$ cat src/rtl/button_conditioner.sv
// button_conditioner: synchronised, debounced push-button with press/release pulses and auto-repeat
module button_conditioner #(
    parameter int DEB_CYCLES   = 250000,
    parameter int DELAY_CYCLES = 12587500,
    parameter int RATE_CYCLES  = 2517500
) (
    input  logic MCLK,
    input  logic RST_N,
    input  logic BT_N,
    input  logic REPEAT_EN,
    output logic LEVEL_N,
    output logic PRESS,
    output logic RELEASE,
    output logic REPEAT,
    output logic STROBE
);
    localparam int DW   = $clog2(DEB_CYCLES + 1);
    localparam int RMAX = (DELAY_CYCLES > RATE_CYCLES) ? DELAY_CYCLES : RATE_CYCLES;
    localparam int RW   = $clog2(RMAX + 1);

    typedef enum logic [1:0] {IDLE, DELAY, REPEATING} state_t;

    logic          sync1_q, sync2_q;
    logic [DW-1:0] deb_q, deb_d;
    logic          level_q, level_d;
    logic [RW-1:0] cnt_q, cnt_d, cnt_inc;
    state_t        state_q, state_d;
    logic          press_q, press_d, release_q, release_d, repeat_q, repeat_d, strobe_q;
    logic          accept, press_ev, release_ev;

    // two-flop synchroniser, idles at the released level
    always_ff @(posedge MCLK or negedge RST_N) begin
        if (!RST_N) begin
            sync1_q <= 1'b1;
            sync2_q <= 1'b1;
        end else begin
            sync1_q <= BT_N;
            sync2_q <= sync1_q;
        end
    end

    // debounce: count consecutive differing samples, adopt the new level on the terminal count
    always_comb begin
        accept     = (sync2_q != level_q) && (deb_q == DW'(DEB_CYCLES - 1));
        deb_d      = (sync2_q == level_q || accept) ? '0 : deb_q + 1'b1;
        level_d    = accept ? sync2_q : level_q;
        press_ev   = accept && !sync2_q;
        release_ev = accept && sync2_q;
    end

    // repeat FSM next state and pulse generation; release overrides any repeat terminal count
    always_comb begin
        state_d   = state_q;
        cnt_d     = cnt_q;
        cnt_inc   = cnt_q + 1'b1;
        press_d   = 1'b0;
        release_d = 1'b0;
        repeat_d  = 1'b0;
        if (release_ev) begin
            release_d = 1'b1;
            cnt_d     = '0;
            state_d   = IDLE;
        end else begin
            case (state_q)
                IDLE: if (press_ev) begin
                    press_d = 1'b1;
                    cnt_d   = '0;
                    state_d = DELAY;
                end
                DELAY: if (!REPEAT_EN) begin
                    cnt_d = '0;
                end else if (cnt_inc == RW'(DELAY_CYCLES)) begin
                    repeat_d = 1'b1;
                    cnt_d    = '0;
                    state_d  = REPEATING;
                end else begin
                    cnt_d = cnt_inc;
                end
                REPEATING: if (!REPEAT_EN) begin
                    cnt_d   = '0;
                    state_d = DELAY;
                end else if (cnt_inc == RW'(RATE_CYCLES)) begin
                    repeat_d = 1'b1;
                    cnt_d    = '0;
                end else begin
                    cnt_d = cnt_inc;
                end
                default: state_d = IDLE;
            endcase
        end
    end

    // state, counters and registered output pulses
    always_ff @(posedge MCLK or negedge RST_N) begin
        if (!RST_N) begin
            deb_q     <= '0;
            level_q   <= 1'b1;
            cnt_q     <= '0;
            state_q   <= IDLE;
            press_q   <= 1'b0;
            release_q <= 1'b0;
            repeat_q  <= 1'b0;
            strobe_q  <= 1'b0;
        end else begin
            deb_q     <= deb_d;
            level_q   <= level_d;
            cnt_q     <= cnt_d;
            state_q   <= state_d;
            press_q   <= press_d;
            release_q <= release_d;
            repeat_q  <= repeat_d;
            strobe_q  <= press_d | repeat_d;
        end
    end

    assign LEVEL_N = level_q;
    assign PRESS   = press_q;
    assign RELEASE = release_q;
    assign REPEAT  = repeat_q;
    assign STROBE  = strobe_q;
endmodule

$ cat config.mk
export PLATFORM = sky130hd
export DESIGN_NAME = button_conditioner
export DESIGN_NICKNAME = d
export VERILOG_FILES = /design/src/rtl/button_conditioner.sv
export SDC_FILE = /design/constraint.sdc
export NUM_CORES = 1
export LEC_CHECK = 0
export BUFFER_PORTS_ARGS = -buffer_cell sky130_fd_sc_hd__buf_2
export CAP_MARGIN = 15
export CORE_ASPECT_RATIO = 0.75
export CORE_MARGIN = 1
export CORE_UTILIZATION = 29
export CTS_BUF_LIST = sky130_fd_sc_hd__clkbuf_4 sky130_fd_sc_hd__clkbuf_8 sky130_fd_sc_hd__clkbuf_16
export DETAILED_ROUTE_END_ITERATION = 12
export GPL_TIMING_DRIVEN = 0
export RECOVER_POWER = 25
export REMOVE_ABC_BUFFERS = 1
export SLEW_MARGIN = 20
export SYNTH_ARGS = -nofsm -noshare
export SYNTH_HDL_FRONTEND = slang
export SYNTH_SLANG_ARGS = --single-unit
$ cat constraint.sdc
create_clock -name MCLK -period 3.54 [get_ports MCLK]
set_clock_uncertainty 0.1 [all_clocks]
set_input_delay 0.708 -clock MCLK [delete_from_list [all_inputs] [get_ports MCLK]]
set_output_delay 0.708 -clock MCLK [all_outputs]
set_load 0.01 [all_outputs]
==> results.sh, run 1 <==
export IMPL_cellPowerDensity_mw_per_mm2=311
export IMPL_io_pins=9
export IMPL_synth_seq_cells=51
export IMPL_chipHeight_um=93.5
export IMPL_synthToLayoutAreaGrowth_pct=10.7
export IMPL_peakVddDrop_mv=0.188
export IMPL_start_util_pct=30.6
export IMPL_drv_cap=0
export IMPL_final_cell_area_mm2=0.00358
export IMPL_core_area_mm2=0.0106
export IMPL_max_stage_delay_ps=510
export IMPL_globalplace_congestion=0.823
export IMPL_crit_chain="ha_1 -> nand3_1 -> or4_4 -> or3_4 -> a221oi_2 -> and4_4 -> a21oi_4 -> buf_12 -> nor2_4 -> o221ai_1"
export IMPL_drc=0
export IMPL_layout_commonest_cell="nand2_1"
export IMPL_cts_hold_buf=0
export IMPL_syn_cell_area_mm2=0.00324
export IMPL_synth_distinct_cells=68
export IMPL_final_cell_mix="51 x nand2_1, 48 x dfrtp_1, 28 x nor2_1, 20 x o21ai_0, 18 x nand3_1"
export IMPL_fmax_mhz=298
export IMPL_synth_area_per_cell_um2=8.82
export IMPL_ys_flop_type="dfrtp_1"
export IMPL_holdPathStages=0
export IMPL_track_usage_pct=14.6
export IMPL_status="finished clean"
export IMPL_tightest_slew_ps=1320
export IMPL_dp_cells=496
export IMPL_reg2reg_from="cnt_q[0]$_DFFE_PN0P_"
export IMPL_cp_start_kind="flop"
export IMPL_clk_latency_ps=290
export IMPL_setup_viol=0
export IMPL_cellLeakagePower_nw=1.47
export IMPL_cts_tree="done"
export IMPL_dr_first_iter_drc_count=240
export IMPL_yosysSeqAreaShare_pct=39.6
export IMPL_grt_pass1_vias=2600
export IMPL_viasPerCell=5.42
export IMPL_cts_buffers=5
export IMPL_path_class="flop to flop"
export IMPL_fin_crit_ps=3360
export IMPL_cp_end_kind="flop"
export IMPL_final_cells=508
export IMPL_r2r_setup_slack_ps=180
export IMPL_hp_start="sync1_q$_DFF_PN1_"
export IMPL_portBuffers=8
export IMPL_grt_pass1_wl_um=13300
export IMPL_placement_cell_area_mm2=0.00338
export IMPL_dr_total_vias=2754
export IMPL_synthArstFlopShare_pct=100
export IMPL_crit_slowest_cell="or4_4"
export IMPL_worst_ep_required_time_ps=3580
export IMPL_syn_inst=367
export IMPL_clockRootBuffer="clkbuf_16"
export IMPL_hold_class="flop to flop"
export IMPL_place_hpwl_um=5440
export IMPL_antenna_found_initial=0
export IMPL_drive_gt1_share_pct=11.6
export IMPL_cts_sinks=51
export IMPL_grt_ovfl_total=0
export IMPL_dieArea_mm2=0.0116
export IMPL_drv_slew=0
export IMPL_clockBufferDepth=2
export IMPL_fin_nets=381
export IMPL_cp_top_family="simple AND/OR/NAND/NOR gates"
export IMPL_synth_edf_count=0
export IMPL_ant_nets=0
export IMPL_whs_endpoint="sync2_q$_DFF_PN1_"
export IMPL_rsz0062_at_grt="no"
export IMPL_slew_headroom_pct=12.1
export IMPL_diodes=0
export IMPL_clkTransAtPathRegs_ps=60
export IMPL_critPathMaxFanout=13
export IMPL_fin_setup_tns_ps=0
export IMPL_cp_data_arrival_time_ps=3400
export IMPL_post_drt_wl_per_cell_um=15.3
export IMPL_grt_max_degree=52
export IMPL_timing_rr_end="cnt_q[2]$_DFFE_PN0P_"
export IMPL_critPathBufInv=1
export IMPL_ff2ff_path_depth=10
export IMPL_die_x_um=124
export IMPL_routed_wl_um=7760
export IMPL_post_route_period_util_pct=94.8
export IMPL_ys_warn_count=0
export IMPL_cts_htree_levels=2
export IMPL_hold_viol=0
export IMPL_firstDrtPassIters=4
export IMPL_rows=32
[report_power, final]
group / internal (mW) / switching [mW] / leakage (nW) / total, mW
Clock: 0.288 / 0.210 / 0.0773 / 0.499
Sequential: 0.588 / 0.00267 / 0.600 / 0.590
Combinational: 0.00471 / 0.0193 / 0.788 / 0.0240
[metal layers]
layer | global-route usage (%) | part of all wire [%]
met5 | 0 | 0
met4 | 2.48 | 0.59
met3 | 2.99 | 4.4
met2 | 19.8 | 40
met1 | 23.3 | 55
[synthesized netlist by cell type, drive strengths merged, types with 2 or more instances]
master   instances  area (µm²)
a21o             2        15.0
a21oi           11        73.8
a221oi           2        23.8
a2bb2oi          2        17.5
a31oi            4        25.0
a41oi            3        26.3
and2             2        12.5
and3             8        50.1
and4             6        55.1
buf              4        28.8
clkbuf          11        41.3
dfrtp           48        1200
dfstp            3        78.8
ha               6        75.1
inv             12        45.0
nand2           51         191
nand2b           4        25.0
nand3           18        90.1
nand3b           2        15.0
nand4           17         113
nor2            30         128
nor2b            3        18.8
nor3             9        45.0
nor4             7        58.8
nor4b            5        65.1
o21ai           25         129
o221ai           2        17.5
o22ai            5        31.3
o2bb2ai          4        35.0
o31ai            3        22.5
or2              3        18.8
or3              8        55.1
or4              3        26.3
xnor2           12         105
xor2            15         131
[how the worst max path moves through the flow]
stage | end | slack [ps] | cells past startpoint | from
2_1_floorplan | cnt_q[3]$_DFFE_PN0P_ | 630 | 8 | cnt_q[2]$_DFFE_PN0P_
3_3_place_gp | cnt_q[3]$_DFFE_PN0P_ | 2 | 8 | deb_q[6]$_DFF_PN0_
3_5_place_dp | cnt_q[3]$_DFFE_PN0P_ | -20 | 8 | deb_q[5]$_DFF_PN0_
4_1_cts | cnt_q[9]$_DFFE_PN0P_ | 7 | 8 | deb_q[5]$_DFF_PN0_
5_1_grt | cnt_q[2]$_DFFE_PN0P_ | 20 | 9 | cnt_q[0]$_DFFE_PN0P_
6_report | cnt_q[2]$_DFFE_PN0P_ | 180 | 10 | cnt_q[0]$_DFFE_PN0P_
[kinds of logic (layout without fill, tap and decap cells)]
logic type | after synthesis | after routing | share of synthesized area (%)
adder cells (fa/ha/maj) | 6 | 6 | 2.32
buffers and inverters | 27 | 32 | 3.56
flip-flops | 51 | 51 | 39.6
AND/OR/NAND/NOR | 180 | 180 | 31.0
AO/OA/AOI/OAI | 75 | 75 | 16.0
XOR/XNOR | 27 | 27 | 7.31
multiplexers | 1 | 1 | 0.309
[registers in the layout, indices dropped and copies added (netlist names)]
register,flops
STROBE,1
PRESS,1
LEVEL_N,1
state_q,2
deb_q,18
cnt_q,24
sync2_q,1
sync1_q,1
RELEASE,1
REPEAT,1
[through the flow]
| step | utilization, % | hold WS [ps] | power, mW | worst slack (ps) |
|---|---|---|---|---|
| after floorplan | - | 245 | 0.609 | 630 |
| after global placement | 31.9 | 246 | 0.625 | 2.40 |
| after detailed placement | 32.0 | 254 | 0.627 | -21.4 |
| after CTS | 33.8 | 264 | 1.13 | 6.72 |
| after global routing | 33.9 | 269 | 1.16 | 15.3 |
| final | 33.9 | 264 | 1.11 | 184 |
[repair_timing]
action / 4_1_cts / 5_1_grt
setup buffers: 3 / 1
hold endpoints to repair: 0 / 0
pin swaps: 0 / 2
endpoints found under the setup margin: 6 / 18
gates resized for setup: 0 / 1
[final cells by class]
class / instances / area, µm²
clock buffers: 7 / 146
repair buffers: 12 / 82.6
fillers: 1091 / 6990
well taps: 136 / 170
inverters: 12 / 45.0
multi-input cells: 289 / 1850
clock inverters: 1 / 5.00
flip-flops and latches: 51 / 1280
[worst register-to-register path, stage by stage, from the launching register on]
cell and delay [ps]:
dfrtp_1 480, ha_1 290, nand3_1 190, or4_4 510, or3_4 380, a221oi_2 270, and4_4 290, a21oi_4 70
buf_12 170, nor2_4 270, o221ai_1 190
(Power assumes the default switching activity.)
==> inputs of run 2 (changes only) <==
--- a/config.mk
+++ b/config.mk
@@ -8,11 +8,12 @@
 export BUFFER_PORTS_ARGS = -buffer_cell sky130_fd_sc_hd__buf_2
 export CAP_MARGIN = 15
 export CORE_ASPECT_RATIO = 0.75
-export CORE_MARGIN = 1
+export CORE_MARGIN = 2
 export CORE_UTILIZATION = 29
 export CTS_BUF_LIST = sky130_fd_sc_hd__clkbuf_4 sky130_fd_sc_hd__clkbuf_8 sky130_fd_sc_hd__clkbuf_16
 export DETAILED_ROUTE_END_ITERATION = 12
 export GPL_TIMING_DRIVEN = 0
+export MAX_ROUTING_LAYER = met4
 export RECOVER_POWER = 25
 export REMOVE_ABC_BUFFERS = 1
 export SLEW_MARGIN = 20
==> run 2 against run 1 <==
Clock power about the same. First-iteration DRC count stayed put. Sequential share of layout area fell by 0.22 points. Worst setup slack better by 17 ps. Sequential power about the same. Largest power group unchanged. Highest routed layer unchanged.
==> results.sh, run 2 (synthesis results as in run 1) <==
export IMPL_status="finished clean"
export IMPL_cts_buffers=5
export IMPL_portBuffers=8
export IMPL_grt_pass1_wl_um=13300
export IMPL_antenna_found_initial=0
export IMPL_drc=0
export IMPL_setup_viol=0
export IMPL_hp_start="sync1_q$_DFF_PN1_"
export IMPL_final_util_pct=33.1
export IMPL_clk_latency_ps=300
export IMPL_peakVddDrop_mv=0.167
export IMPL_fmax_mhz=300
export IMPL_slew_headroom_pct=15.1
export IMPL_grt_pass1_vias=2678
export IMPL_track_usage_pct=14.2
export IMPL_drive_gt1_share_pct=11.8
export IMPL_critPathMaxFanout=9
export IMPL_pre_cts_ws_ps=-116
export IMPL_cellLeakagePower_nw=1.46
export IMPL_cp_startpoint="cnt_q[0]$_DFFE_PN0P_"
export IMPL_cp_start_kind="flop"
export IMPL_ant_nets=0
export IMPL_chipHeight_um=95.5
export IMPL_r2r_setup_slack_ps=200
export IMPL_routed_wl_um=7950
export IMPL_worst_ep_required_time_ps=3600
export IMPL_viasPerCell=5.46
export IMPL_rows=33
export IMPL_cp_end_kind="flop"
export IMPL_whs_endpoint="sync2_q$_DFF_PN1_"
export IMPL_clockBufferDepth=2
export IMPL_top_register="cnt_q"
export IMPL_fin_crit_ps=3340
export IMPL_hold_class="flop to flop"
export IMPL_grt_max_degree=52
export IMPL_cts_sinks=51
export IMPL_grt_ovfl_total=0
export IMPL_place_hpwl_um=5590
export IMPL_cp_data_arrival_time_ps=3400
export IMPL_cts_htree_levels=2
export IMPL_dieArea_mm2=0.0120
export IMPL_post_drt_wl_per_cell_um=15.5
export IMPL_die_x_um=126
export IMPL_crit_slowest_cell="or4_4"
export IMPL_rsz0062_at_grt="no"
export IMPL_final_cell_area_mm2=0.00360
export IMPL_start_util_pct=29.7
export IMPL_post_route_period_util_pct=94.3
export IMPL_final_cell_mix="51 x nand2_1, 48 x dfrtp_1, 28 x nor2_1, 20 x o21ai_0, 18 x nand3_1"
export IMPL_placement_cell_area_mm2=0.00339
export IMPL_dr_total_vias=2801
export IMPL_clkTransAtPathRegs_ps=70
export IMPL_layout_commonest_cell="nand2_1"
export IMPL_globalplace_congestion=0.900
export IMPL_timing_rr_end="cnt_q[2]$_DFFE_PN0P_"
export IMPL_fin_hold_ws_ps=266
export IMPL_dr_first_iter_drc_count=240
export IMPL_hold_viol=0
export IMPL_diodes=0
export IMPL_max_stage_delay_ps=520
export IMPL_crit_chain="ha_1 -> nand3_1 -> or4_4 -> or3_4 -> a221oi_2 -> and4_4 -> a21oi_4 -> buf_12 -> nor2_4 -> o221ai_1"
export IMPL_ff2ff_path_depth=10
export IMPL_cts_hold_buf=0
export IMPL_cellPowerDensity_mw_per_mm2=309
export IMPL_cts_tree="done"
export IMPL_fin_nets=382
export IMPL_holdPathStages=0
export IMPL_final_setup_worst_slack_ps=201
export IMPL_firstDrtPassIters=4
export IMPL_fin_total_pwr_mw=1.11
export IMPL_reg2reg_from="cnt_q[0]$_DFFE_PN0P_"
export IMPL_drv_slew=0
export IMPL_clockRootBuffer="clkbuf_16"
export IMPL_cp_top_family="simple AND/OR/NAND/NOR gates"
export IMPL_reg_largest_list="cnt_q: 24 flops, deb_q: 18 flops, state_q: 2 flops"
export IMPL_core_area_mm2=0.0109
export IMPL_critPathBufInv=1
export IMPL_io_pins=9
export IMPL_largest_reg_flops=24
export IMPL_path_class="flop to flop"
export IMPL_synthToLayoutAreaGrowth_pct=11.4
export IMPL_tightest_slew_ps=1270
export IMPL_drv_cap=0
-- run 2: cell count changes in the layout (fill, tap and decap cells not counted), sizes merged --
cell | previous run | this run
clkbuf | 8 | 6
clkinvlp | 0 | 2
inv | 12 | 13
buf | 11 | 12
clkinv | 1 | 0
-- run 2: final cells by class --
type / instances / area (µm²)
multi-input combinational: 289 / 1850
sequential: 51 / 1280
tap: 140 / 175
timing repair buffer: 13 / 103
inverter: 12 / 45.0
clock buffer: 5 / 125
clock inverter: 3 / 23.8
fill: 1118 / 7300
-- run 2: power by group --
part / switching, mW / total [mW] / internal [mW]
combinational: 0.0189 / 0.0236 / 0.00470
sequential: 0.00279 / 0.590 / 0.587
clock: 0.235 / 0.500 / 0.265
-- run 2: repair_timing --
action / CTS / global route
setup buffers: 3 / 2
pin swaps: 0 / 1
setup endpoints to repair: 18 / 22
resized for setup: 1 / 1
hold endpoints to repair: 0 / 0
-- run 2: worst max-delay path by stage --
| stage | endpoint | slack, ps | cells past startpoint |
|---|---|---|---|
| 2_1_floorplan | cnt_q[3]$_DFFE_PN0P_ | 630 | 8 |
| 3_3_place_gp | cnt_q[9]$_DFFE_PN0P_ | -2 | 8 |
| 3_5_place_dp | cnt_q[9]$_DFFE_PN0P_ | -120 | 8 |
| 4_1_cts | cnt_q[2]$_DFFE_PN0P_ | 60 | 8 |
| 5_1_grt | cnt_q[9]$_DFFE_PN0P_ | 8 | 8 |
| 6_report | cnt_q[2]$_DFFE_PN0P_ | 200 | 10 |
-- run 2: routing by layer --
layer  GRT usage (%)  up-vias  part of all wire [%]
met5               -        -                     0
met4            3.85        0                   1.1
met1            19.8     1378                    52
met3            2.64        7                   4.2
li1                -     1350                     -
met2            21.1       66                    43
-- run 2: through the flow --
step	instances	TNS, ps
after floorplan	352	0
after global placement	500	-2.65
after detailed placement	500	-614
after CTS	511	0
after global routing	513	0
final	513	0
